===== config.mk =====
export PLATFORM = sky130hd
export DESIGN_NAME = prog_loader
export DESIGN_NICKNAME = d
export VERILOG_FILES = /design/src/rtl/prog_loader.sv
export SDC_FILE = /design/constraint.sdc
export NUM_CORES = 1
export LEC_CHECK = 0
export BUFFER_PORTS_ARGS = -buffer_cell sky130_fd_sc_hd__buf_2
export CAP_MARGIN = 20
export CORE_ASPECT_RATIO = 1.75
export CORE_MARGIN = 4
export CORE_UTILIZATION = 45
export CTS_BUF_LIST = sky130_fd_sc_hd__clkbuf_4
export CTS_CLUSTER_DIAMETER = 100
export DETAILED_ROUTE_END_ITERATION = 7
export GPL_ROUTABILITY_DRIVEN = 0
export GPL_TIMING_DRIVEN = 0
export PLACE_DENSITY = 0.64
export SYNTH_ARGS = -nofsm -noshare
export SYNTH_HDL_FRONTEND = slang
export SYNTH_SLANG_ARGS = --single-unit

===== constraint.sdc =====
create_clock -name clk -period 7.15 [get_ports clk]
set_clock_uncertainty 0.1 [all_clocks]
set_input_delay 0.3575 -clock clk [delete_from_list [all_inputs] [get_ports clk]]
set_output_delay 0.3575 -clock clk [all_outputs]
set_load 0.01 [all_outputs]

===== src/rtl/prog_loader.sv =====
// Boot loader: receives a header/word/checksum byte stream and writes big-endian
// 32-bit words into instruction memory, holding the CPU until a verified load completes.
module prog_loader #(
    parameter int DEPTH_WORDS = 256,
    parameter int ADDR_W      = 32
) (
    input  logic              clk,
    input  logic              rst,
    input  logic              start,
    input  logic [7:0]        rx_data,
    input  logic              rx_valid,
    output logic              rx_ready,
    output logic              im_we,
    output logic [ADDR_W-1:0] im_addr,
    output logic [31:0]       im_wdata,
    output logic              cpu_hold,
    output logic              done,
    output logic              err,
    output logic [15:0]       word_cnt
);

    typedef enum logic [2:0] {
        S_IDLE, S_HDR_HI, S_HDR_LO, S_DATA, S_CHK, S_DONE, S_ERR
    } state_t;

    state_t            r_state;
    logic [15:0]       r_count;
    logic [1:0]        r_byte_idx;
    logic [7:0]        r_csum;
    logic [23:0]       r_word_hi;
    logic              r_rx_ready;
    logic              r_im_we;
    logic [ADDR_W-1:0] r_im_addr;
    logic [31:0]       r_im_wdata;
    logic              r_cpu_hold;
    logic              r_done;
    logic              r_err;
    logic [15:0]       r_word_cnt;

    logic              w_accept;
    logic [15:0]       w_count_full;
    logic              w_last_word;

    assign w_accept     = rx_valid && r_rx_ready;
    assign w_count_full = {r_count[15:8], rx_data};
    assign w_last_word  = (r_word_cnt == r_count - 16'd1);

    always_ff @(posedge clk) begin
        if (rst) begin
            r_state    <= S_IDLE;
            r_count    <= '0;
            r_byte_idx <= '0;
            r_csum     <= '0;
            r_word_hi  <= '0;
            r_rx_ready <= 1'b0;
            r_im_we    <= 1'b0;
            r_im_addr  <= '0;
            r_im_wdata <= '0;
            r_cpu_hold <= 1'b1;
            r_done     <= 1'b0;
            r_err      <= 1'b0;
            r_word_cnt <= '0;
        end else begin
            // NOTE: default-low each cycle so the write strobe is a single-cycle pulse.
            r_im_we <= 1'b0;
            unique case (r_state)
                S_IDLE, S_DONE, S_ERR: begin
                    if (start) begin
                        r_state    <= S_HDR_HI;
                        r_rx_ready <= 1'b1;
                        r_done     <= 1'b0;
                        r_err      <= 1'b0;
                        r_cpu_hold <= 1'b1;
                        r_word_cnt <= '0;
                        r_byte_idx <= '0;
                        r_csum     <= '0;
                    end
                end
                S_HDR_HI: begin
                    if (w_accept) begin
                        r_count[15:8] <= rx_data;
                        r_state       <= S_HDR_LO;
                    end
                end
                S_HDR_LO: begin
                    if (w_accept) begin
                        r_count[7:0] <= rx_data;
                        if ({1'b0, w_count_full} > 17'(DEPTH_WORDS)) begin
                            r_state    <= S_ERR;
                            r_rx_ready <= 1'b0;
                            r_err      <= 1'b1;
                        end else if (w_count_full == 16'd0) begin
                            r_state <= S_CHK;
                        end else begin
                            r_state <= S_DATA;
                        end
                    end
                end
                S_DATA: begin
                    if (w_accept) begin
                        r_csum     <= r_csum ^ rx_data;
                        r_byte_idx <= r_byte_idx + 2'd1;
                        r_word_hi  <= {r_word_hi[15:0], rx_data};
                        // Fourth byte completes the word; the address uses the pre-increment count.
                        if (r_byte_idx == 2'd3) begin
                            r_im_wdata <= {r_word_hi, rx_data};
                            r_im_addr  <= ADDR_W'({r_word_cnt, 2'b00});
                            r_im_we    <= 1'b1;
                            r_word_cnt <= r_word_cnt + 16'd1;
                            if (w_last_word) r_state <= S_CHK;
                        end
                    end
                end
                S_CHK: begin
                    if (w_accept) begin
                        r_rx_ready <= 1'b0;
                        if (rx_data == r_csum) begin
                            r_state    <= S_DONE;
                            r_done     <= 1'b1;
                            r_cpu_hold <= 1'b0;
                        end else begin
                            r_state <= S_ERR;
                            r_err   <= 1'b1;
                        end
                    end
                end
                default: r_state <= S_IDLE;
            endcase
        end
    end

    assign rx_ready = r_rx_ready;
    assign im_we    = r_im_we;
    assign im_addr  = r_im_addr;
    assign im_wdata = r_im_wdata;
    assign cpu_hold = r_cpu_hold;
    assign done     = r_done;
    assign err      = r_err;
    assign word_cnt = r_word_cnt;

endmodule

# Word-level counts from Yosys, hierarchy flattened
# Cells that the tools add are included.
# word_totals
word_cells	97
out_inout_bits	85
reg_bits	122
# classes
bitwise	3
eq_ne	19
muxes	39
reduce_logical	18
add_sub_neg	3
order_cmp	1
# ops
op	count
2-to-1 mux 16 bit	3
case mux 16 bit (2 select lines)	1
2-to-1 mux 3 bit	9
inequality test 2 bit (second input constant)	10
adder 16 x 1 -> 16 bit (second input constant)	1
equality test 16 bit	1
greater-than comparator 16 x 9 -> 1 bit (second input constant)	1
zero test 16 bit	1
2-to-1 mux 8 bit	2
case mux 8 bit (2 select lines)	1
subtractor 16 x 1 -> 16 bit (second input constant)	1
case mux 3 bit (5 select lines)	1
2-to-1 mux 1 bit	14
equality test 3 bit (second input constant)	3
equality test 8 bit	1
AND reduction 4 bit	2
XOR 8 bit	1
AND reduction 7 bit	1
equality test 3 x 2 -> 1 bit (second input constant)	2
2-to-1 mux 2 bit	3
case mux 1 bit (3 select lines)	2
AND reduction 2 bit	3
AND reduction 3 bit	2
AND reduction 6 bit	1
other kinds (12)	16

# Longest topological paths before layout
# Gate-level depths: netlist (run 1).
# logic_depth
depth_word	6
depth_mapped	9
mapped_depth_nobuf	9

# Worst setup path after synthesis (run 1)
# OpenSTA, ideal clock, no wires.
# synth_timing
path_type	reg2reg
start	register r_count[2]
end	register r_state[0]
path_stages_with_launch	9
n_path_buf	1
path_slack_ns	4.670
setup_time_ns	0.120
synth_period_minus_slack_ns	2.480
t_arrival_ns	2.260
path_cell_list	dfxtp_1 > buf_2 > or4_4 > nor3_2 > a21oi_1 > or4b_1 > a2111oi_2 > a31oi_1 > o31a_1
# synth_between
elab_chain_cells	4
# synth_lines
element	line_no	source
start, declared	27	logic [15:0] r_count;
start signal, assigned	87	r_count[7:0] <= rx_data;
subtractor 16 x 1 -> 16 bit	46	assign w_last_word = (r_word_cnt == r_count - 16'd1);
equality test 16 bit	46	
inequality test 2 bit (no source line)	n/a	
AND reduction 7 bit (no source line)	n/a	
end signal, assigned	50	r_state <= S_IDLE;
end signal, assigned	69	r_state <= S_HDR_HI;
end signal, assigned	82	r_state <= S_HDR_LO;
end, declared	26	state_t r_state;
# Every way passes these cells.
# A chain may end at the register's enable or synchronous reset.

# Worst setup path in the final report (run 1)
# layout_timing
start	register r_count[4]
end	register r_state[0]
# Same word-level chain as after synthesis.

==> flow_summary.rst, run 1 <==
.. list-table::
   :header-rows: 1

   * - Metric
     - Value
   * - Synth area leaders
     - sky130_fd_sc_hd__dfxtp_1 (45%), sky130_fd_sc_hd__nand2_1 (12%), sky130_fd_sc_hd__a21oi_1 (8.6%), sky130_fd_sc_hd__xor2_1 (4.5%), sky130_fd_sc_hd__nor2_1 (4.3%)
   * - Number of routed nets with antenna violations
     - 0
   * - Result of the run
     - complete, no violations
   * - Die ar.
     - 0.01386 sq mm
   * - Vias in the first global route
     - 4,690
   * - Cells after synthesis
     - 675
   * - Reg2reg setup slack
     - 4.32 ns
   * - Clock slew at reported path FFs
     - 0.11 ns
   * - Number of port buffers
     - 79
   * - Highest attainable clock frequency
     - 0.3534 GHz
   * - Post-CTS Hold Fix Bufs
     - 0
   * - Power after layout
     - 1.579 mW
   * - Power density over the cells
     - 247.2 mW/mm^2
   * - Critical path capture point type
     - flop
   * - Die W
     - 90.73 um
   * - Proportion of synthesized flip-flops having asynchronous set or reset
     - 0%
   * - Remaining design rule violation count
     - 0
   * - Commonest non-fill, non-tap cell in the layout
     - sky130_fd_sc_hd__nand2_1
   * - Setup slack at placement
     - 4.345 ns
   * - Critical path, cell by cell
     - or4_4 > nor3_2 > a21oi_1 > or4b_1 > a2111oi_2 > a31oi_1 > o31a_1
   * - Number of maximum-capacitance violations
     - 0
   * - Cell row count
     - 52
   * - Critical Path Slowest Stage Cell
     - sky130_fd_sc_hd__or4_4
   * - Postcts setup bufs
     - 0
   * - Buffer cell driving the clock tree root
     - sky130_fd_sc_hd__clkbuf_4
   * - Maximum number of pins on one net before global-route repair
     - 17
   * - Top flip-flop cell by instance count after synthesis
     - sky130_fd_sc_hd__dfxtp_1
   * - Worst hold endpoint
     - im_wdata[7]
   * - Overall global routing resource usage
     - 21.02%
   * - Core utilization of the finished layout
     - 54.83%
   * - TritonCTS clock tree
     - built
   * - Maximum fanout along the worst path
     - 6
   * - CP Data Required Time
     - 7.47 ns
   * - First-pass GRT wire length
     - 23,320 um
   * - Area inside the core boundary
     - 0.01165 sq mm
   * - Overflow left after global routing
     - 0
   * - Hold violation count in the final report
     - 0
   * - Number of cells traversed by the worst register-to-register path
     - 7
   * - Antenna violations before repair
     - 1
   * - Longest individual stage delay on the worst path
     - 0.57 ns
   * - Launching element type of the critical path
     - flop
   * - Number of failing setup endpoints in the final timing report
     - 0
   * - Clock Sinks
     - 122
   * - Final setup TNS
     - 0 ns
   * - Leakage dissipation
     - 2.539 nW
   * - RR Startpoint
     - r_count[4]
   * - Synth-to-layout area growth
     - 18.48%
   * - Beginning of the worst hold path
     - rx_data[7]
   * - Number of enable flip-flop cells after synthesis
     - 0
   * - Slew at the pin closest to its max-slew limit
     - 0.7989 ns
   * - Worst-case clock buffer depth
     - 2
   * - Worst-Skew Late Latency
     - 0.52 ns
   * - Detailed-route wire length
     - 14,440 um
   * - Number of vias after detailed routing
     - 4,907
   * - Post-route fraction of the period consumed by the critical path
     - 39.58%
   * - Share of the yosys chip area belonging to registers
     - 45.31%
   * - Maximum vdd ir drop
     - 0.1115 mV
   * - Quantity of gates resized following cts
     - 0
   * - Reg-to-Reg End
     - r_state[0]
   * - Maximum level of the CTS H-tree
     - 4
   * - Vert. Die Dim
     - 152.8 um
   * - Synth Warn #
     - 0
   * - Area share of the largest cell type after synthesis
     - 45.31%
   * - Final critical-path setup slack
     - 4.320 ns
   * - Post-layout min period
     - 2.830 ns
   * - CTS Buf Count
     - 17
   * - Iteration count of the initial detailed-routing pass
     - 4
   * - Number of pins with negative max-slew slack in the final report
     - 0
   * - Cell type with the largest total area after synthesis
     - sky130_fd_sc_hd__dfxtp_1
   * - Count of different cell masters after synthesis
     - 52
   * - Tightest Hold Check Type
     - in2reg
   * - Worst-case headroom to the max-slew limit
     - 46.45%
   * - Share of cells above drive strength 1
     - 17.73%
   * - Final net count
     - 803
   * - Setup repair after global routing missed its margin
     - false
   * - Initial core utilization
     - 46.28%
   * - Min-Delay Path Depth
     - 3
   * - Kind of critical path
     - reg2reg
   * - Avg Cell Area, Syn
     - 7.985 sq um
   * - Detailed placement HPWL
     - 11,060 um
   * - Number of register bits inferred by synthesis
     - 122
   * - Violation count after the first detailed-route iteration
     - 189
   * - Average via count per standard cell
     - 5.237
   * - Signal arrival time at the worst endpoint
     - 3.15 ns
   * - Detailed-route wire length per cell
     - 15.41 um
   * - Top-level port count
     - 97
   * - Commonest cells after routing, fill and taps aside
     - sky130_fd_sc_hd__nand2_1 (171), sky130_fd_sc_hd__dfxtp_1 (122), sky130_fd_sc_hd__a21oi_1 (93)
   * - Post-synthesis cell area
     - 0.005390 sq mm
[cells in the mapped netlist (3+ instances only)]
library cell / count
sky130_fd_sc_hd__nor2_1: 62
sky130_fd_sc_hd__xor2_1: 28
sky130_fd_sc_hd__or4_1: 3
sky130_fd_sc_hd__nor4_1: 4
sky130_fd_sc_hd__clkbuf_1: 39
sky130_fd_sc_hd__a21oi_1: 93
sky130_fd_sc_hd__inv_1: 7
sky130_fd_sc_hd__nor3_2: 3
sky130_fd_sc_hd__buf_4: 16
sky130_fd_sc_hd__mux2i_1: 20
sky130_fd_sc_hd__dfxtp_1: 122
sky130_fd_sc_hd__a211oi_1: 4
sky130_fd_sc_hd__ha_1: 3
sky130_fd_sc_hd__nand2b_1: 3
sky130_fd_sc_hd__xnor2_1: 14
sky130_fd_sc_hd__a31oi_1: 3
sky130_fd_sc_hd__nand3_1: 11
sky130_fd_sc_hd__nand2_1: 171
sky130_fd_sc_hd__o21ai_0: 18
sky130_fd_sc_hd__nor3_1: 4
sky130_fd_sc_hd__nand4_1: 5
[cells by family (layout without fill, tap and decap cells)]
logic type,Yosys count,count (layout),synth area share (%)
DFF,122,122,45.31
and+or+nand+nor,285,285,22.91
adders and majority gates,3,3,0.6965
muxes,22,22,4.132
other,1,17,0.06957
buffers and inverters,63,174,5.525
AOI/OAI and AO/OA,137,137,14.53
xor gates and xnor gates,42,42,6.825
[sequential cells by signal, summed over array words and instances (netlist names)]
signal / cells
cpu_hold: 1
done: 1
err: 1
im_addr: 16
im_wdata: 32
im_we: 1
r_byte_idx: 2
r_count: 16
r_csum: 8
r_state: 3
r_word_hi: 24
rx_ready: 1
word_cnt: 16
[worst max-delay path by stage]
stage               slack, ns  startpoint  cells after the start          end
finish                   4.32  r_count[4]                      7   r_state[0]
global route             4.20  r_state[0]                      9  word_cnt[9]
CTS                      4.34  r_count[2]                      8   r_state[0]
detailed placement       4.35  r_count[4]                      7   r_state[0]
global placement         4.37  r_count[2]                      8   r_state[0]
floorplan                4.67  r_count[2]                      8   r_state[0]
[area by class of cell]
type                            count  area, sq um
Fill cell                        1154         5260
Multi-Input combinational cell    505         2706
Sequential cell                   122         2442
Timing Repair Buffer               79        395.4
Buffer                             56        271.5
Clock inverter                     15        245.2
Tap cell                          135        168.9
Clock buffer                       17        127.6
Inverter                            7        26.28
Antenna cell                        1        2.502
[critical path: cells and delay by family (launching register included)]
kind | cells | cell delay [ns]
DFF | 1 | 0.39
and+or+nand+nor | 3 | 1.32
AOI/OAI and AO/OA | 4 | 0.93
[where the power goes]
part | total [mW] | switching (mW) | internal (mW)
clock | 0.621 | 0.271 | 0.350
sequential | 0.704 | 0.0105 | 0.693
combinational | 0.254 | 0.160 | 0.0939
[metrics by stage]
step,instances,hold WS [ns],area [sq um]
2_1_floorplan,690,0.3321,5446
3_3_place_gp,904,0.3417,6011
3_5_place_dp,904,0.3437,6011
4_1_cts,936,0.02402,6384
5_1_grt,937,0.02298,6386
6_report,937,0.06153,6386
[per-layer routing]
metal	GRT usage (%)	routed length [um]	vias up
met5	0	0	-
met4	7.743	248	0
met3	4.792	541	21
met2	40.32	8100	114
met1	21.74	5548	2299
li1	-	-	2473
Power figures use the tool's default switching activity.
==> inputs of run 2 (changes only) <==
Settings changed: PLACE_DENSITY 0.64 to 0.66.
Clock period 7.15 ns to 2.35 ns, I/O delays scaled along.
==> run 2 against run 1 <==
Against the previous run:
- largest cell class unchanged
- design area is 3.7% higher
- worst hold slack better by 0.027 ns
- the flow now finishes with violations (setup timing)
- register-to-register slack worse by 4.6 ns
- die area is the same
- fmax up 8.4%
==> flow_summary.rst, run 2 (synthesis results as in run 1) <==
.. list-table::
   :header-rows: 1

   * - Metric
     - Value
   * - Power after layout
     - 4.765 mW (+200%)
   * - Number of instances in the placed design
     - 904 (unchanged)
   * - Buffer cell driving the clock tree root
     - sky130_fd_sc_hd__clkbuf_4
   * - Number of maximum-capacitance violations
     - 0 (unchanged)
   * - Maximum level of the CTS H-tree
     - 4 (unchanged)
   * - Detailed-route wire length per cell
     - 15.30 um (-0.68%)
   * - TritonCTS clock tree
     - built
   * - Final critical-path setup slack
     - -0.2615 ns (-4.582 ns)
   * - Commonest cells after routing, fill and taps aside
     - sky130_fd_sc_hd__nand2_1 (171), sky130_fd_sc_hd__dfxtp_1 (116), sky130_fd_sc_hd__a21oi_1 (92)
   * - Result of the run
     - complete, but fails checks
   * - Die W
     - 90.73 um (unchanged)
   * - Launching element type of the critical path
     - flop
   * - Seq. cell area
     - 0.002455 sq mm (+0.51%)
   * - Post-layout min period
     - 2.611 ns (-0.2185 ns)
   * - Reg2reg setup slack
     - -0.26 ns (-4.58 ns)
   * - Detailed placement HPWL
     - 11,000 um (-0.50%)
   * - Number of vias after detailed routing
     - 4,933 (+0.53%)
   * - Placed Area
     - 0.006017 sq mm (+0.10%)
   * - Hold violation count in the final report
     - 0 (unchanged)
   * - Sequential fraction of design power
     - 45.6% (+1.0 points)
   * - Logic gate share of total power
     - 18.0% (+1.9 points)
   * - Reg-to-Reg End
     - r_state[1]
   * - Vert. Die Dim
     - 152.8 um (unchanged)
   * - Vias in the first global route
     - 4,796 (+2.3%)
   * - Commonest non-fill, non-tap cell in the layout
     - sky130_fd_sc_hd__nand2_1
   * - Maximum fanout along the worst path
     - 3 (-3)
   * - Number of routed nets with antenna violations
     - 0 (unchanged)
   * - Synth-to-layout area growth
     - 22.84%
   * - Kind of critical path
     - reg2reg
   * - Power density over the cells
     - 719.6 mW/mm^2 (+190%)
   * - Cell-internal power
     - 3.417 mW (+200%)
   * - Net switching share of the total power
     - 28.29% (+0.31 points)
   * - Number of port buffers
     - 79 (unchanged)
   * - Max FFs per register
     - 32 (unchanged)
   * - Worst-Skew Late Latency
     - 0.52 ns (about the same)
   * - Setup repair after global routing missed its margin
     - true
   * - Remaining design rule violation count
     - 0 (unchanged)
   * - Post-route fraction of the period consumed by the critical path
     - 111.1% (+72 points)
   * - Psw
     - 1.348 mW (+210%)
   * - Share of cells above drive strength 1
     - 21.09% (+3.4 points)
   * - Clk network pwr share
     - 36.5% (-2.8 points)
   * - RR Startpoint
     - r_count[2]
   * - Tightest Hold Check Type
     - in2reg
   * - Leakage dissipation
     - 2.628 nW (+3.5%)
   * - Overflow left after global routing
     - 0 (unchanged)
   * - Worst-case headroom to the max-slew limit
     - 51.61% (+5.2 points)
   * - Number of cells traversed by the worst register-to-register path
     - 7 (unchanged)
   * - Maximum number of pins on one net before global-route repair
     - 17 (unchanged)
   * - Highest attainable clock frequency
     - 0.3829 GHz (+8.4%)
   * - Multi-input gate area
     - 0.002836 sq mm (+4.8%)
   * - Beginning of the critical path
     - r_count[2]
   * - Maximum vdd ir drop
     - 0.3479 mV (+210%)
   * - Clock slew at reported path FFs
     - 0.10 ns (about the same)
   * - First-pass GRT wire length
     - 23,320 um (unchanged)
   * - Area inside the core boundary
     - 0.01165 sq mm (unchanged)
   * - Violation count after the first detailed-route iteration
     - 192 (+1.6%)
   * - Count of fill cells added during filler insertion
     - 1,095 (-5.1%)
   * - Critical path capture point type
     - flop
   * - Antenna violations before repair
     - 1 (unchanged)
   * - Final net count
     - 813 (+1.2%)
   * - Number of pins with negative max-slew slack in the final report
     - 0 (unchanged)
   * - Worst-case clock buffer depth
     - 2 (unchanged)
   * - Clock Sinks
     - 122 (unchanged)
   * - Post-route insts no fill
     - 947 (+1.1%)
   * - CP Data Required Time
     - 2.66 ns (-4.81 ns)
   * - Number of failing setup endpoints in the final timing report
     - 3 (+3)
   * - Iteration count of the initial detailed-routing pass
     - 5 (+1)
   * - Violated checks
     - setup timing
   * - Detailed-route wire length
     - 14,490 um (+0.38%)
   * - Final setup TNS
     - -0.7813 ns (-0.7813 ns)
   * - Die ar.
     - 0.01386 sq mm (unchanged)
   * - Overall global routing resource usage
     - 21.12% (+0.10 points)
   * - CTS Buf Count
     - 17 (unchanged)
   * - Initial core utilization
     - 46.28% (unchanged)
   * - Signal arrival time at the worst endpoint
     - 2.92 ns (-0.23 ns)
   * - Worst setup path end
     - r_state[1]
   * - Core utilization of the finished layout
     - 56.85% (+2.0 points)
   * - Average via count per standard cell
     - 5.209 (-0.53%)
   * - Summed area of non-filler cells in the final layout
     - 0.006621 sq mm (+3.7%)
   * - Slew at the pin closest to its max-slew limit
     - 0.7258 ns (-0.07309 ns)
   * - Cell row count
     - 52 (unchanged)
   * - Top-level port count
     - 97 (unchanged)
## run 2: changes by cell type in the layout (fill, tap and decap cells not counted), moves of 4 or more
cell / before / now
sky130_fd_sc_hd__clkbuf_1: 39 / 31
sky130_fd_sc_hd__dlygate4sd3_1: 0 / 9
sky130_fd_sc_hd__dfxtp_1: 122 / 116
sky130_fd_sc_hd__buf_4: 16 / 23
sky130_fd_sc_hd__dfxtp_2: 0 / 4
## run 2: timing repair
item                                    4_1_cts  5_1_grt
hold buffers                                  9        0
pin swaps                                     9        5
resized for setup                            24       12
endpoints found under the hold margin        41        0
endpoints found under the setup margin       28       51
setup buffers                                 4        3
## run 2: worst max-delay path, stage by stage (launching register included)
cell                        delay [ns]
sky130_fd_sc_hd__dfxtp_4          0.36
sky130_fd_sc_hd__or4_4            0.56
sky130_fd_sc_hd__nor3_4           0.20
sky130_fd_sc_hd__a21oi_2          0.04
sky130_fd_sc_hd__or4b_4           0.53
sky130_fd_sc_hd__a2111oi_4        0.30
sky130_fd_sc_hd__a31oi_4          0.16
sky130_fd_sc_hd__o31a_1           0.26
## run 2: how the worst min path moves through the flow
| stage | end | start | cells after the start |
|---|---|---|---|
| final | done | rx_valid | 4 |
| after CTS | done | rx_valid | 4 |
| after global placement | im_wdata[18] | im_wdata[18] | 2 |
| after detailed placement | im_wdata[18] | im_wdata[18] | 2 |
| after global routing | done | rx_valid | 4 |
| after floorplan | im_wdata[0] | rx_data[0] | 2 |
## run 2: metrics by stage
step | setup WS, ns | hold slack (ns)
finish | -0.2615 | 0.08847
CTS | -0.3378 | 0.06163
floorplan | -0.1140 | 0.1535
detailed placement | -0.4603 | 0.3460
global placement | -0.4180 | 0.3421
global route | -0.3515 | 0.04942
## run 2: layout make-up
class	instances	area share [%]
Multi-Input combinational cell	505	42.84
Sequential cell	122	37.07
Timing Repair Buffer	95	8.125
Buffer	50	3.798
Clock inverter	13	3.023
Tap cell	135	2.551
Clock buffer	19	2.154
Inverter	7	0.3968
Antenna cell	1	0.03779
## run 2: power groups by stage
| stage | Sequential, mW | Clock (mW) | Combinational, mW |
|---|---|---|---|
| 6_report | 2.17 | 1.74 | 0.855 |
| 5_1_grt | 2.18 | 1.86 | 0.934 |
| 4_1_cts | 2.16 | 1.78 | 0.810 |
| 3_5_place_dp | 2.19 | 0 | 0.765 |
| 3_3_place_gp | 2.19 | 0 | 0.751 |
| 2_1_floorplan | 2.18 | 0 | 0.572 |
## run 2: metal layers
metal	GRT usage, %	share of wire (%)	vias up
met5	0	0	-
met4	8.400	2.1	0
met3	4.743	4.0	29
met2	41.24	57	117
met1	20.98	37	2290
li1	-	-	2497
==> inputs of run 3 (changes only) <==
Settings changed: CORE_UTILIZATION 45 to 50, CTS_BUF_LIST sky130_fd_sc_hd__clkbuf_4 to sky130_fd_sc_hd__clkbuf_4 sky130_fd_sc_hd__clkbuf_8 sky130_fd_sc_hd__clkbuf_16, PLACE_DENSITY 0.66 to 0.73, SLEW_MARGIN from default to 20.
==> run 3 against run 2 <==
Against the previous run:
- largest cell class unchanged
- highest routed layer unchanged
- design area increased by 4.6%
- die area fell by 9.3%
- register-to-register slack is essentially flat
- non-clock buffer count down 2
- largest power group is now the clock network
- sequential share of layout area fell by 1.7 points
- the flow still finishes with violations (setup timing)
- wire length is 5.8% higher
- critical endpoint is now r_state[0]
- sequential cell count stayed put
==> flow_summary.rst, run 3 (synthesis results as in run 1) <==
.. list-table::
   :header-rows: 1

   * - Metric
     - Value
   * - Highest attainable clock frequency
     - 0.3832 GHz (about the same)
   * - Post-route fraction of the period consumed by the critical path
     - 111.0% (about the same)
   * - Overflow left after global routing
     - 0 (unchanged)
   * - Leakage dissipation
     - 2.768 nW (+5.3%)
   * - Worst-case headroom to the max-slew limit
     - 55.35% (+3.7 points)
   * - Detailed placement HPWL
     - 11,050 um (+0.46%)
   * - Power density over the cells
     - 852.9 mW/mm^2 (+19%)
   * - Top-level port count
     - 97 (unchanged)
   * - Number of port buffers
     - 79 (unchanged)
   * - Reg-to-Reg End
     - r_state[0]
   * - Initial core utilization
     - 51.72% (+5.4 points)
   * - Worst-Skew Late Latency
     - 0.41 ns (-0.11 ns)
   * - Commonest cells after routing, fill and taps aside
     - sky130_fd_sc_hd__nand2_1 (171), sky130_fd_sc_hd__dfxtp_1 (118), sky130_fd_sc_hd__a21oi_1 (92)
   * - Remaining design rule violation count
     - 0 (unchanged)
   * - Result of the run
     - complete, but fails checks
   * - Number of pins with negative max-slew slack in the final report
     - 0 (unchanged)
   * - CTS Buf Count
     - 17 (unchanged)
   * - RR Startpoint
     - r_count[2]
   * - Synth-to-layout area growth
     - 28.53%
   * - Detailed-route wire length per cell
     - 16.38 um (+7.0%)
   * - Number of cells traversed by the worst register-to-register path
     - 7 (unchanged)
   * - Vias in the first global route
     - 4,938 (+3.0%)
   * - Clock Sinks
     - 122 (unchanged)
   * - Setup repair after global routing missed its margin
     - true
   * - Final critical-path setup slack
     - -0.2594 ns (+0.002111 ns)
   * - Critical path capture point type
     - flop
   * - Vert. Die Dim
     - 145.4 um (-4.9%)
   * - Cell row count
     - 49 (-5.8%)
   * - TritonCTS clock tree
     - built
   * - CP Data Required Time
     - 2.55 ns (-0.11 ns)
   * - Maximum fanout along the worst path
     - 3 (unchanged)
   * - Min-Delay Path Depth
     - 3 (-1)
   * - Maximum vdd ir drop
     - 0.6603 mV (+90%)
   * - Number of diodes added for antenna fixing
     - 0 (-1)
   * - Final net count
     - 811 (-0.25%)
   * - Critical path, cell by cell
     - or4_4 > nor3_4 > a21oi_2 > or4b_4 > a2111oi_4 > a31oi_4 > o31a_1
   * - Die W
     - 86.49 um (-4.7%)
   * - Slew at the pin closest to its max-slew limit
     - 0.6697 ns (-0.05610 ns)
   * - Final setup TNS
     - -0.6540 ns (+0.1272 ns)
   * - Clock slew at reported path FFs
     - 0.06 ns (-0.04 ns)
   * - Beginning of the worst hold path
     - rx_data[7]
   * - Area inside the core boundary
     - 0.01042 sq mm (-11%)
   * - Overall global routing resource usage
     - 24.57% (+3.4 points)
   * - Commonest non-fill, non-tap cell in the layout
     - sky130_fd_sc_hd__nand2_1
   * - Maximum number of pins on one net before global-route repair
     - 17 (unchanged)
   * - Max FFs per register
     - 32 (unchanged)
   * - Post-layout min period
     - 2.609 ns (-0.002111 ns)
   * - Maximum level of the CTS H-tree
     - 4 (unchanged)
   * - Longest individual stage delay on the worst path
     - 0.56 ns (about the same)
   * - Violation count after the first detailed-route iteration
     - 407 (+110%)
   * - Hold violation count in the final report
     - 0 (unchanged)
   * - Number of failing setup endpoints in the final timing report
     - 3 (unchanged)
   * - Kind of critical path
     - reg2reg
   * - Die ar.
     - 0.01257 sq mm (-9.3%)
   * - Number of vias after detailed routing
     - 5,150 (+4.4%)
   * - Min Hold Slack
     - 0.01923 ns (-0.06924 ns)
   * - Iteration count of the initial detailed-routing pass
     - 5 (unchanged)
   * - Reg2reg setup slack
     - -0.26 ns (about the same)
   * - Summed area of non-filler cells in the final layout
     - 0.006928 sq mm (+4.6%)
   * - Detailed-route wire length
     - 15,330 um (+5.8%)
   * - Average via count per standard cell
     - 5.502 (+5.6%)
   * - Worst-case clock buffer depth
     - 2 (unchanged)
   * - Antenna violations before repair
     - 0 (-1)
   * - Buffer cell driving the clock tree root
     - sky130_fd_sc_hd__clkbuf_16
   * - First-pass GRT wire length
     - 24,290 um (+4.2%)
   * - Launching element type of the critical path
     - flop
   * - Worst hold endpoint
     - r_count[7]
   * - Number of routed nets with antenna violations
     - 0 (unchanged)
   * - Signal arrival time at the worst endpoint
     - 2.81 ns (-0.11 ns)
   * - Share of cells above drive strength 1
     - 21.14% (+0.052 points)
   * - Violated checks
     - setup timing
   * - Placed Area
     - 0.006007 sq mm (-0.17%)
   * - Tightest Hold Check Type
     - in2reg
   * - Critical Path Slowest Stage Cell
     - sky130_fd_sc_hd__or4_4
   * - Count of fill cells added during filler insertion
     - 900 (-18%)
   * - Number of maximum-capacitance violations
     - 0 (unchanged)
-- run 3: cell count changes in the layout (fill, tap and decap cells not counted), sizes merged --
cell	previous run	this run
clkinvlp	2	1
clkbuf	53	54
buf	102	101
clkinv	6	5
diode	1	0
-- run 3: worst max path at each step --
stage / start / to / slack (ns) / cells past startpoint
3_3_place_gp: r_state[0] / word_cnt[15] / -0.44 / 8
5_1_grt: r_count[2] / r_state[0] / -0.30 / 7
4_1_cts: r_count[0] / r_state[0] / -0.34 / 7
3_5_place_dp: r_state[0] / word_cnt[13] / -0.48 / 8
6_report: r_count[2] / r_state[0] / -0.26 / 7
2_1_floorplan: r_count[2] / r_state[0] / -0.11 / 8
-- run 3: routing by layer --
layer	track usage, %	up-vias	wire (um)
li1	-	2493	-
met1	23.80	2445	5277
met2	46.51	166	8569
met3	5.666	46	843
met4	12.25	0	642
met5	0	-	0
-- run 3: power by group --
| part | internal, mW | switching (mW) |
|---|---|---|
| sequential | 2.11 | 0.0637 |
| combinational | 0.338 | 0.515 |
| clock | 1.94 | 0.935 |
| total | 4.39 | 1.51 |
-- run 3: final cells by class --
class / instances / area (sq um) / area share [%]
buffer: 49 / 246.5 / 3.558
timing repair buffer: 94 / 530.5 / 7.658
clock inverter: 11 / 193.9 / 2.799
inverter: 7 / 26.28 / 0.3793
sequential: 122 / 2450 / 35.36
clock buffer: 21 / 461.7 / 6.664
tap: 127 / 158.9 / 2.294
multi-input combinational: 505 / 2860 / 41.29
-- run 3: repair_timing --
| action | CTS | global route |
|---|---|---|
| setup buffers | 6 | 0 |
| hold endpoints to repair | 17 | 0 |
| setup endpoints to repair | 37 | 39 |
| gates cloned | 0 | 0 |
| pin swaps | 12 | 4 |
| hold buffers | 9 | 0 |
| resized for setup | 21 | 17 |
-- run 3: worst max-delay path: cells and delay by family, from the launching register on --
kind               cells  cell delay, ns
and+or+nand+nor        3            1.30
AOI/OAI and AO/OA      4            0.76
DFF                    1            0.34
-- run 3: stage by stage --
step	std cells	total power, mW	worst slack (ns)	utilization, %
final	936	5.909	-0.2594	66.47
after global routing	936	6.091	-0.3036	66.47
after CTS	938	5.863	-0.3361	65.91
after detailed placement	896	2.946	-0.4805	57.64
after global placement	896	2.928	-0.4448	57.64
after floorplan	690	2.757	-0.1140	-
